--- config.mk ---
export PLATFORM = sky130hd
export DESIGN_NAME = vx_mem_perf_monitor
export DESIGN_NICKNAME = d
export VERILOG_FILES = /design/src/rtl/vx_mem_perf_monitor_pkg.sv /design/src/rtl/vx_mem_perf_monitor_sat_accum.sv /design/src/rtl/vx_mem_perf_monitor.sv
export SDC_FILE = /design/constraint.sdc
export NUM_CORES = 1
export LEC_CHECK = 0
export CORE_MARGIN = 4
export CORE_UTILIZATION = 37
export CTS_CLUSTER_SIZE = 10
export DETAILED_ROUTE_END_ITERATION = 10
export GPL_TIMING_DRIVEN = 0
export PLACE_DENSITY = 0.67
export SYNTH_ARGS = -nofsm -noshare
export SYNTH_HDL_FRONTEND = slang
export SYNTH_SLANG_ARGS = --single-unit
--- constraint.sdc ---
create_clock -name clk -period 13 [get_ports clk]
set_input_delay 2.6 -clock clk [delete_from_list [all_inputs] [get_ports clk]]
set_output_delay 2.6 -clock clk [all_outputs]
set_load 0.05 [all_outputs]
--- src/rtl/vx_mem_perf_monitor_pkg.sv ---
// Shared definitions for the memory-traffic perf monitor: count modes and
// the counter snapshot record used by perf CSR readers.
package vx_mem_perf_monitor_pkg;

  localparam int COUNT_LANES = 0;
  localparam int COUNT_REQS  = 1;

  localparam int PERF_CTR_MAX_BITS = 64;

  typedef struct packed {
    logic [PERF_CTR_MAX_BITS-1:0] reads;
    logic [PERF_CTR_MAX_BITS-1:0] writes;
    logic [PERF_CTR_MAX_BITS-1:0] rsps;
    logic [PERF_CTR_MAX_BITS-1:0] latency_sum;
  } perf_mem_ctrs_t;

endpackage

--- src/rtl/vx_mem_perf_monitor_sat_accum.sv ---
// Saturating accumulator with synchronous clear (dominant) and hold.
module vx_sat_accum #(
  parameter int W     = 44,
  parameter int INC_W = 8
) (
  input  logic             clk,
  input  logic             reset,
  input  logic             clear,
  input  logic             hold,
  input  logic [INC_W-1:0] inc,
  output logic [W-1:0]     value
);

  // One extra bit over the wider operand so the carry out is never lost.
  localparam int SW = ((W > INC_W) ? W : INC_W) + 1;

  logic [SW-1:0] sum;
  logic [W-1:0]  next_value;

  always_comb begin
    sum = SW'(value) + SW'(inc);
    if (sum > SW'({W{1'b1}})) next_value = '1;
    else                      next_value = sum[W-1:0];
  end

  always_ff @(posedge clk or negedge reset) begin
    if (!reset)     value <= '0;
    else if (clear) value <= '0;
    else if (!hold) value <= next_value;
  end

endmodule

--- src/rtl/vx_mem_perf_monitor.sv ---
// Memory-traffic perf monitor: counts read/write/response lanes over N channel
// pairs, tracks outstanding reads, latency sum, peak occupancy and underflow.
module vx_mem_perf_monitor
  import vx_mem_perf_monitor_pkg::*;
#(
  parameter int NUM_CHANNELS = 4,
  parameter int NUM_LANES    = 4,
  parameter int COUNT_MODE   = 0,
  parameter int CTR_BITS     = 44,
  parameter int PEND_BITS    = 16,
  parameter int REQ_BUF      = 1
) (
  input  logic                              clk,
  input  logic                              reset,
  input  logic [NUM_CHANNELS-1:0]           req_valid,
  input  logic [NUM_CHANNELS-1:0]           req_ready,
  input  logic [NUM_CHANNELS-1:0]           req_rw,
  input  logic [NUM_CHANNELS*NUM_LANES-1:0] req_mask,
  input  logic [NUM_CHANNELS-1:0]           rsp_valid,
  input  logic [NUM_CHANNELS-1:0]           rsp_ready,
  input  logic [NUM_CHANNELS*NUM_LANES-1:0] rsp_mask,
  input  logic                              clear,
  input  logic                              freeze,
  output logic [CTR_BITS-1:0]               reads,
  output logic [CTR_BITS-1:0]               writes,
  output logic [CTR_BITS-1:0]               rsps,
  output logic [CTR_BITS-1:0]               latency_sum,
  output logic [PEND_BITS-1:0]              pending,
  output logic [PEND_BITS-1:0]              peak_pending,
  output logic                              err_underflow
);

  localparam int NL = NUM_CHANNELS * NUM_LANES;
  localparam int CW = $clog2(NL + 1);
  localparam int SW = PEND_BITS + CW + 1;

  // Handshake: a request/response is taken when valid and ready are both high.
  logic [NL-1:0] rd_fire, wr_fire, rsp_fire, rd_cnt_vec, wr_cnt_vec;
  logic          req_lane, rsp_lane;

  always_comb begin
    rd_fire  = '0;
    wr_fire  = '0;
    rsp_fire = '0;
    req_lane = 1'b0;
    rsp_lane = 1'b0;
    for (int c = 0; c < NUM_CHANNELS; c++) begin
      for (int l = 0; l < NUM_LANES; l++) begin
        // Request mode folds each fired transaction onto lane 0 so it counts once.
        if (COUNT_MODE == COUNT_LANES) begin
          req_lane = req_mask[c*NUM_LANES + l];
          rsp_lane = rsp_mask[c*NUM_LANES + l];
        end else begin
          req_lane = (l == 0) && (|req_mask[c*NUM_LANES +: NUM_LANES]);
          rsp_lane = (l == 0) && (|rsp_mask[c*NUM_LANES +: NUM_LANES]);
        end
        rd_fire[c*NUM_LANES + l]  = req_valid[c] & req_ready[c] & ~req_rw[c] & req_lane;
        wr_fire[c*NUM_LANES + l]  = req_valid[c] & req_ready[c] &  req_rw[c] & req_lane;
        rsp_fire[c*NUM_LANES + l] = rsp_valid[c] & rsp_ready[c] & rsp_lane;
      end
    end
  end

  if (REQ_BUF != 0) begin : g_req_buf
    logic [NL-1:0] rd_q, wr_q;
    always_ff @(posedge clk or negedge reset) begin
      if (!reset) begin
        rd_q <= '0;
        wr_q <= '0;
      end else begin
        rd_q <= rd_fire;
        wr_q <= wr_fire;
      end
    end
    assign rd_cnt_vec = rd_q;
    assign wr_cnt_vec = wr_q;
  end else begin : g_req_direct
    assign rd_cnt_vec = rd_fire;
    assign wr_cnt_vec = wr_fire;
  end

  function automatic logic [CW-1:0] popcnt(input logic [NL-1:0] v);
    popcnt = '0;
    for (int i = 0; i < NL; i++) popcnt = popcnt + CW'(v[i]);
  endfunction

  logic [CW-1:0]        nrd, nwr, nrsp;
  logic [SW-1:0]        pend_calc;
  logic [PEND_BITS-1:0] pend_next;
  logic                 underflow;

  // Magnitudes fit in SW-1 bits, so the top bit of the two's-complement result is the sign.
  always_comb begin
    nrd       = popcnt(rd_cnt_vec);
    nwr       = popcnt(wr_cnt_vec);
    nrsp      = popcnt(rsp_fire);
    pend_calc = SW'(pending) + SW'(nrd) - SW'(nrsp);
    underflow = 1'b0;
    if (pend_calc[SW-1]) begin
      pend_next = '0;
      underflow = 1'b1;
    end else if (|pend_calc[SW-2:PEND_BITS]) begin
      pend_next = '1;
    end else begin
      pend_next = pend_calc[PEND_BITS-1:0];
    end
  end

  always_ff @(posedge clk or negedge reset) begin
    if (!reset) begin
      pending       <= '0;
      peak_pending  <= '0;
      err_underflow <= 1'b0;
    end else begin
      pending <= pend_next;
      if (clear) begin
        peak_pending  <= pend_next;
        err_underflow <= 1'b0;
      end else begin
        if (pend_next > peak_pending) peak_pending <= pend_next;
        err_underflow <= err_underflow | underflow;
      end
    end
  end

  vx_sat_accum #(.W(CTR_BITS), .INC_W(CW)) u_reads (
    .clk(clk), .reset(reset), .clear(clear), .hold(freeze), .inc(nrd), .value(reads)
  );

  vx_sat_accum #(.W(CTR_BITS), .INC_W(CW)) u_writes (
    .clk(clk), .reset(reset), .clear(clear), .hold(freeze), .inc(nwr), .value(writes)
  );

  vx_sat_accum #(.W(CTR_BITS), .INC_W(CW)) u_rsps (
    .clk(clk), .reset(reset), .clear(clear), .hold(freeze), .inc(nrsp), .value(rsps)
  );

  vx_sat_accum #(.W(CTR_BITS), .INC_W(PEND_BITS)) u_latency (
    .clk(clk), .reset(reset), .clear(clear), .hold(freeze), .inc(pending), .value(latency_sum)
  );

endmodule
Yosys cells after proc, flatten, opt, wreduce, memory -nomap -nowiden --
Cells that the tools add are included.
Word-level totals: register bits 241, input port bits 56, output and inout bits 209, logic and storage cells 155
Cells by class: add/sub/neg operators 51, $lt $le $gt $ge 5, equality and inequality tests 1, muxes and demuxes 18, bitwise operators 69, reduce and logical (&&, ||, !) cells 2
Operators by type and width (count):
- 44-bit two-way mux | 12
- 45-bit by 44-bit greater-than comparator with 1-bit output, second input constant | 4
- 5-bit by 1-bit adder with 5-bit output | 33
- 44-bit by 5-bit adder with 45-bit output | 3
- 1-bit AND | 64
- 16-bit two-way mux | 4
- 44-bit by 16-bit adder with 45-bit output | 1
- 17-bit by 5-bit subtractor with 18-bit output | 1
- 16-bit by 5-bit adder with 17-bit output | 1
- 16-bit greater-than comparator | 1
- 4-bit by 1-bit adder with 5-bit output | 3
- 3-bit by 1-bit adder with 4-bit output | 3
- 2-bit by 1-bit adder with 3-bit output | 3
- 1-bit by 1-bit adder with 2-bit output | 3
- 5-bit OR reduction | 1
- 1-bit NOT | 4
- 1-bit two-way mux | 2
- 2-bit != test, second input constant | 1
- 2-bit nonzero test | 1
- 1-bit OR | 1

Longest topological paths before layout --
word-level depth 24, mapped depth 35

By module --
Synthesis repeated with hierarchy kept, for this count alone.
Unflattened totals: cells, all modules 1810, area, all modules 16701.0 µm²
Modules (own cells, without submodules):
- vx_sat_accum (u_reads ...) | times used 2, cells an instance 308, area an instance 2806.4 µm²
- vx_mem_perf_monitor | times used 1, cells an instance 497, area an instance 4966.0 µm²
- vx_sat_accum (u_latency) | times used 1, cells an instance 364, area an instance 3099.2 µm²
- vx_sat_accum (u_writes) | times used 1, cells an instance 333, area an instance 3022.9 µm²

Worst setup path before layout --
No wires, ideal clock.
kind input port to flip-flop, start point input rsp_mask[2], end point register peak_pending[11], library setup time 82 ps, arrival time 9732 ps, data required time 12918 ps, path slack 3186 ps, cell stages on the path 27, cells stage by stage and3_1 > fa_1 > fa_1 > fa_1 > inv_1 > fa_1 > inv_1 > fa_1 > inv_1 > fa_1 > ha_1 > nor2b_1 > o31a_1 > o22ai_1 > o31ai_1 > or4_1 > o21ai_0 > xnor2_1 > a21oi_1 > ha_1 > nand4_1 > or3_1 > o221ai_1 > and2_1 > buf_1 > mux2_2 > a31oi_1
Between the ends: cells in the longest elaborated chain, start to end 21, elaborated cells on any way between the ends 23
RTL lines:
- start, declared | line vx_mem_perf_monitor.sv:21 | input logic [NUM_CHANNELS*NUM_LANES-1:0] rsp_mask,
- 1-bit AND * | line vx_mem_perf_monitor.sv:59 | rsp_fire[c*NUM_LANES + l] = rsp_valid[c] & rsp_ready[c] & rsp_lane;
- 2-bit by 1-bit adder with 3-bit output * | line vx_mem_perf_monitor.sv:84 | for (int i = 0; i < NL; i++) popcnt = popcnt + CW'(v[i]);
- 3-bit by 1-bit adder with 4-bit output * | line vx_mem_perf_monitor.sv:84
- 4-bit by 1-bit adder with 5-bit output * | line vx_mem_perf_monitor.sv:84
- 5-bit by 1-bit adder with 5-bit output * (11 in a row) | line vx_mem_perf_monitor.sv:84
- 17-bit by 5-bit subtractor with 18-bit output * | line vx_mem_perf_monitor.sv:97 | pend_calc = SW'(pending) + SW'(nrd) - SW'(nrsp);
- 5-bit OR reduction | line vx_mem_perf_monitor.sv:102 | end else if (|pend_calc[SW-2:PEND_BITS]) begin
- 16-bit two-way mux | line vx_mem_perf_monitor.sv:102
- 16-bit two-way mux * | line vx_mem_perf_monitor.sv:99 | if (pend_calc[SW-1]) begin
- net pend_next[11] | line vx_mem_perf_monitor.sv:89 | logic [PEND_BITS-1:0] pend_next;
- 16-bit greater-than comparator or 16-bit two-way mux (tied branches) | line vx_mem_perf_monitor.sv:120 | if (pend_next > peak_pending) peak_pending <= pend_next;
- 2-bit nonzero test (no line) or 16-bit two-way mux (tied branches)
- end signal, assigned | line vx_mem_perf_monitor.sv:117 | peak_pending <= pend_next;
- end signal, assigned | line vx_mem_perf_monitor.sv:120
- end, declared | line vx_mem_perf_monitor.sv:29 | output logic [PEND_BITS-1:0] peak_pending,
The timed path passes the listed nets; every way through them passes the cells marked *. The select of a mux whose other input is x is not followed. A chain may end at the register's enable or synchronous reset.

Final worst setup path --
start point input rsp_valid[1], end point register peak_pending[11]
Between the ends: cells in the longest elaborated chain, start to end 20, elaborated cells on any way between the ends 25
RTL lines:
- start, declared | line vx_mem_perf_monitor.sv:19 | input logic [NUM_CHANNELS-1:0] rsp_valid,
- 1-bit AND * | line vx_mem_perf_monitor.sv:59
- 1-bit AND | line vx_mem_perf_monitor.sv:59
- 4-bit by 1-bit adder with 5-bit output | line vx_mem_perf_monitor.sv:84
- 5-bit by 1-bit adder with 5-bit output (2 in a row) | line vx_mem_perf_monitor.sv:84
- 5-bit by 1-bit adder with 5-bit output * (9 in a row) | line vx_mem_perf_monitor.sv:84
- 17-bit by 5-bit subtractor with 18-bit output * | line vx_mem_perf_monitor.sv:97
- 5-bit OR reduction | line vx_mem_perf_monitor.sv:102
- 16-bit two-way mux | line vx_mem_perf_monitor.sv:102
- 16-bit two-way mux * | line vx_mem_perf_monitor.sv:99
- net pend_next[11] | line vx_mem_perf_monitor.sv:89
- 16-bit greater-than comparator or 16-bit two-way mux (tied branches) | line vx_mem_perf_monitor.sv:120
- 2-bit nonzero test (no line) or 16-bit two-way mux (tied branches)
Marked as above.

==> results.ini <==
[sta]
fin_crit_sh_pct = 80.9
drv_slew = 0
worst_slack_ns = 2.48
rsz0062_at_grt = no
tightest_slew_ns = 1.07
hold_violations = 0
maxSlewHeadroom_pct = 27.9
finClkSkew_ns = 0.0240
setup_tns_ns = 0
min_period_ns = 10.52
clock.fmax_ghz = 0.0951
setup_viol = 0
worst_hold_slack_ns = 0.502

[logic_synthesis]
synth_ff_type = dfrtp_1
syn_inst = 1719
synth-seq-area-share_pct = 38.7
synth.avg_cell_area_um2 = 9.08
ys_ff_latch = 241
synth_edf_count = 0
synth.area.top_cells = dfrtp_1 39%, ha_1 5.6%, a21oi_1 5.3%, fa_1 4.7%, o21ai_0 3.2%
syn_area_mm2 = 0.0156
yosysTopAreaCell = dfrtp_1
netlist.area_leader.share_pct = 38.7
syn_nets = 1882
synth-warning-count = 0
synth-async-reset-ratio_pct = 100
synthDistinctLibCells = 74

[layout]
layout_common_cells = 262 x clkdlybuf4s50_1, 241 x dfrtp_1, 165 x a21oi_1
area_growth_pct = 27.5
fin_area_mm2 = 0.0199
n_fill_cell = 3929
mostFrequentLayoutCell = clkdlybuf4s50_1
drive_gt1_share_pct = 4.73
layout.nets = 2179
n_antenna_cell = 0

[outcome]
status = finished clean

[placed_design]
pre_cts_ws_ns = 1.98
place_area_mm2 = 0.0190
routabilityCongestion = 0.940
dp_hpwl_um = 43700
io_buffer_count = 263

[clocking]
cts_resized = 0
cts_setup_buffers = 0
root_buffer = clkbuf_16
cts_tree = yes
path_clk_slew_ns = 0.06
ctsHoldBuffers = 0
clkLatencyLatePin_ns = 0.58
cts_buffers = 30
cts.sinks = 241
h-tree-depth = 1
clockBufferDepth = 3

[floorplanning]
start_util_pct = 37.8
num_rows = 74
die_x_um = 213
coreArea_mm2 = 0.0413
io_pins = 265
fp.dieH_um = 213
die-area_mm2 = 0.0455

[pwr]
p_leak_uw = 0.00836
peakVddDrop_mv = 0.235
power_uw = 3270
pwr_density_cell_mw_per_mm2 = 164

[critical_path]
critPathKind = in -> reg
startpoint_type = input pin
worstSetupEndpointType = register
worstPathArrival_ns = 10.99
slowest_delay_ns = 0.55
critPathMostFrequentCell = fa_1
slowest_stage = or4_1
path_max_fanout = 7
crit_required_ns = 13.48

[routing]
initialDrtViolationCount = 1521
dr_total_vias = 15192
wirelength_um = 57900
first_pass_iters = 6
viasPerCell = 5.93
avgRoutedWirePerCell_um = 22.6
drc = 0
ant_nets = 0

[grt]
antenna_found_initial = 0
grt_overflow = 0
grt_usage_pct = 24.6
grt_pass1_wl_um = 87900
grt_pass1_vias = 14809
grt_max_degree = 99

[worst_hold_path]
hp-class = reg -> reg

[run]
drv_cap = 0

[registers in the layout (all words and copies together) (netlist names)]
signal and cells:
u_rsps.value 44, u_latency.value 44, pending 16, g_req_buf.rd_q 16, g_req_buf.wr_q 16, u_reads.value 44, peak_pending 16, err_underflow 1
u_writes.value 44
[report_power, final]
group / internal, uW / switching (uW) / total [uW]
clock: 485 / 323 / 808
sequential: 829 / 90.8 / 920
combinational: 592 / 953 / 1540
total: 1910 / 1370 / 3270
[through the flow]
step / util, % / std cells
floorplan: - / 1719
global placement: 45.8 / 2514
detailed placement: 45.9 / 2516
global route: 48.2 / 2562
finish: 48.2 / 2562
CTS: 48.2 / 2562
[final timing paths]
check,depth (start not counted),to,slack (ns),startpoint
min in group asynchronous,1,peak_pending[1],1.99,reset
worst max-delay path,28,peak_pending[11],2.48,rsp_valid[1]
max in group asynchronous,3,u_reads.value[10],9.67,reset
worst min register to register,1,u_writes.value[28],0.50,u_writes.value[28]
worst max register to register,31,peak_pending[11],4.06,g_req_buf.rd_q[0]
worst min-delay path,1,u_writes.value[28],0.50,u_writes.value[28]
[worst max-delay path, delay by kind of cell]
| family | cells | cell delay (ns) |
|---|---|---|
| compound gates | 7 | 1.64 |
| fa+ha+maj | 8 | 3.62 |
| xor+xnor | 1 | 0.19 |
| mux | 1 | 0.38 |
| simple gates | 6 | 1.56 |
| buf+inv | 5 | 0.97 |
[cells in the mapped netlist, types with 29 or more instances]
| library cell | instances |
|---|---|
| inv_1 | 100 |
| fa_1 | 37 |
| a31oi_1 | 37 |
| nor3_1 | 57 |
| nand3_1 | 71 |
| nor2_1 | 125 |
| and3_1 | 58 |
| mux2i_1 | 29 |
| o21ai_0 | 99 |
| nand4_1 | 35 |
| nand2_1 | 109 |
| a21oi_1 | 165 |
| dfrtp_1 | 241 |
| clkbuf_1 | 63 |
| a311oi_1 | 33 |
| ha_1 | 70 |
| and2_1 | 46 |
[final cells by class]
type | count | area (um^2) | share of cell area, %
plain buffers | 80 | 325 | 1.63
clock buffers | 43 | 891 | 4.48
clock inverters | 3 | 40.0 | 0.201
inverters | 100 | 375 | 1.89
multi-input cells | 1298 | 8880 | 44.6
flip-flops and latches | 241 | 6030 | 30.3
well taps | 532 | 666 | 3.35
repair buffers | 265 | 2690 | 13.5
[metal layers]
metal / routed length, um / global-route usage [%]
met1: 23800 / 33.0
met5: 0 / 0
met2: 27000 / 39.9
met3: 5700 / 6.72
met4: 1490 / 6.36
[cells by family (layout without fill, tap and decap cells)]
kind of cell,count (synthesis),count (layout),share of synthesized area [%]
adder cells (fa/ha/maj),107,107,10.4
XOR/XNOR,41,41,2.30
buffers and inverters,180,491,4.49
multiplexers,32,32,2.08
AO/OA/AOI/OAI,511,511,21.6
AND/OR/NAND/NOR,607,607,20.5
flip-flops,241,241,38.7
Power figures use the tool's default switching activity.
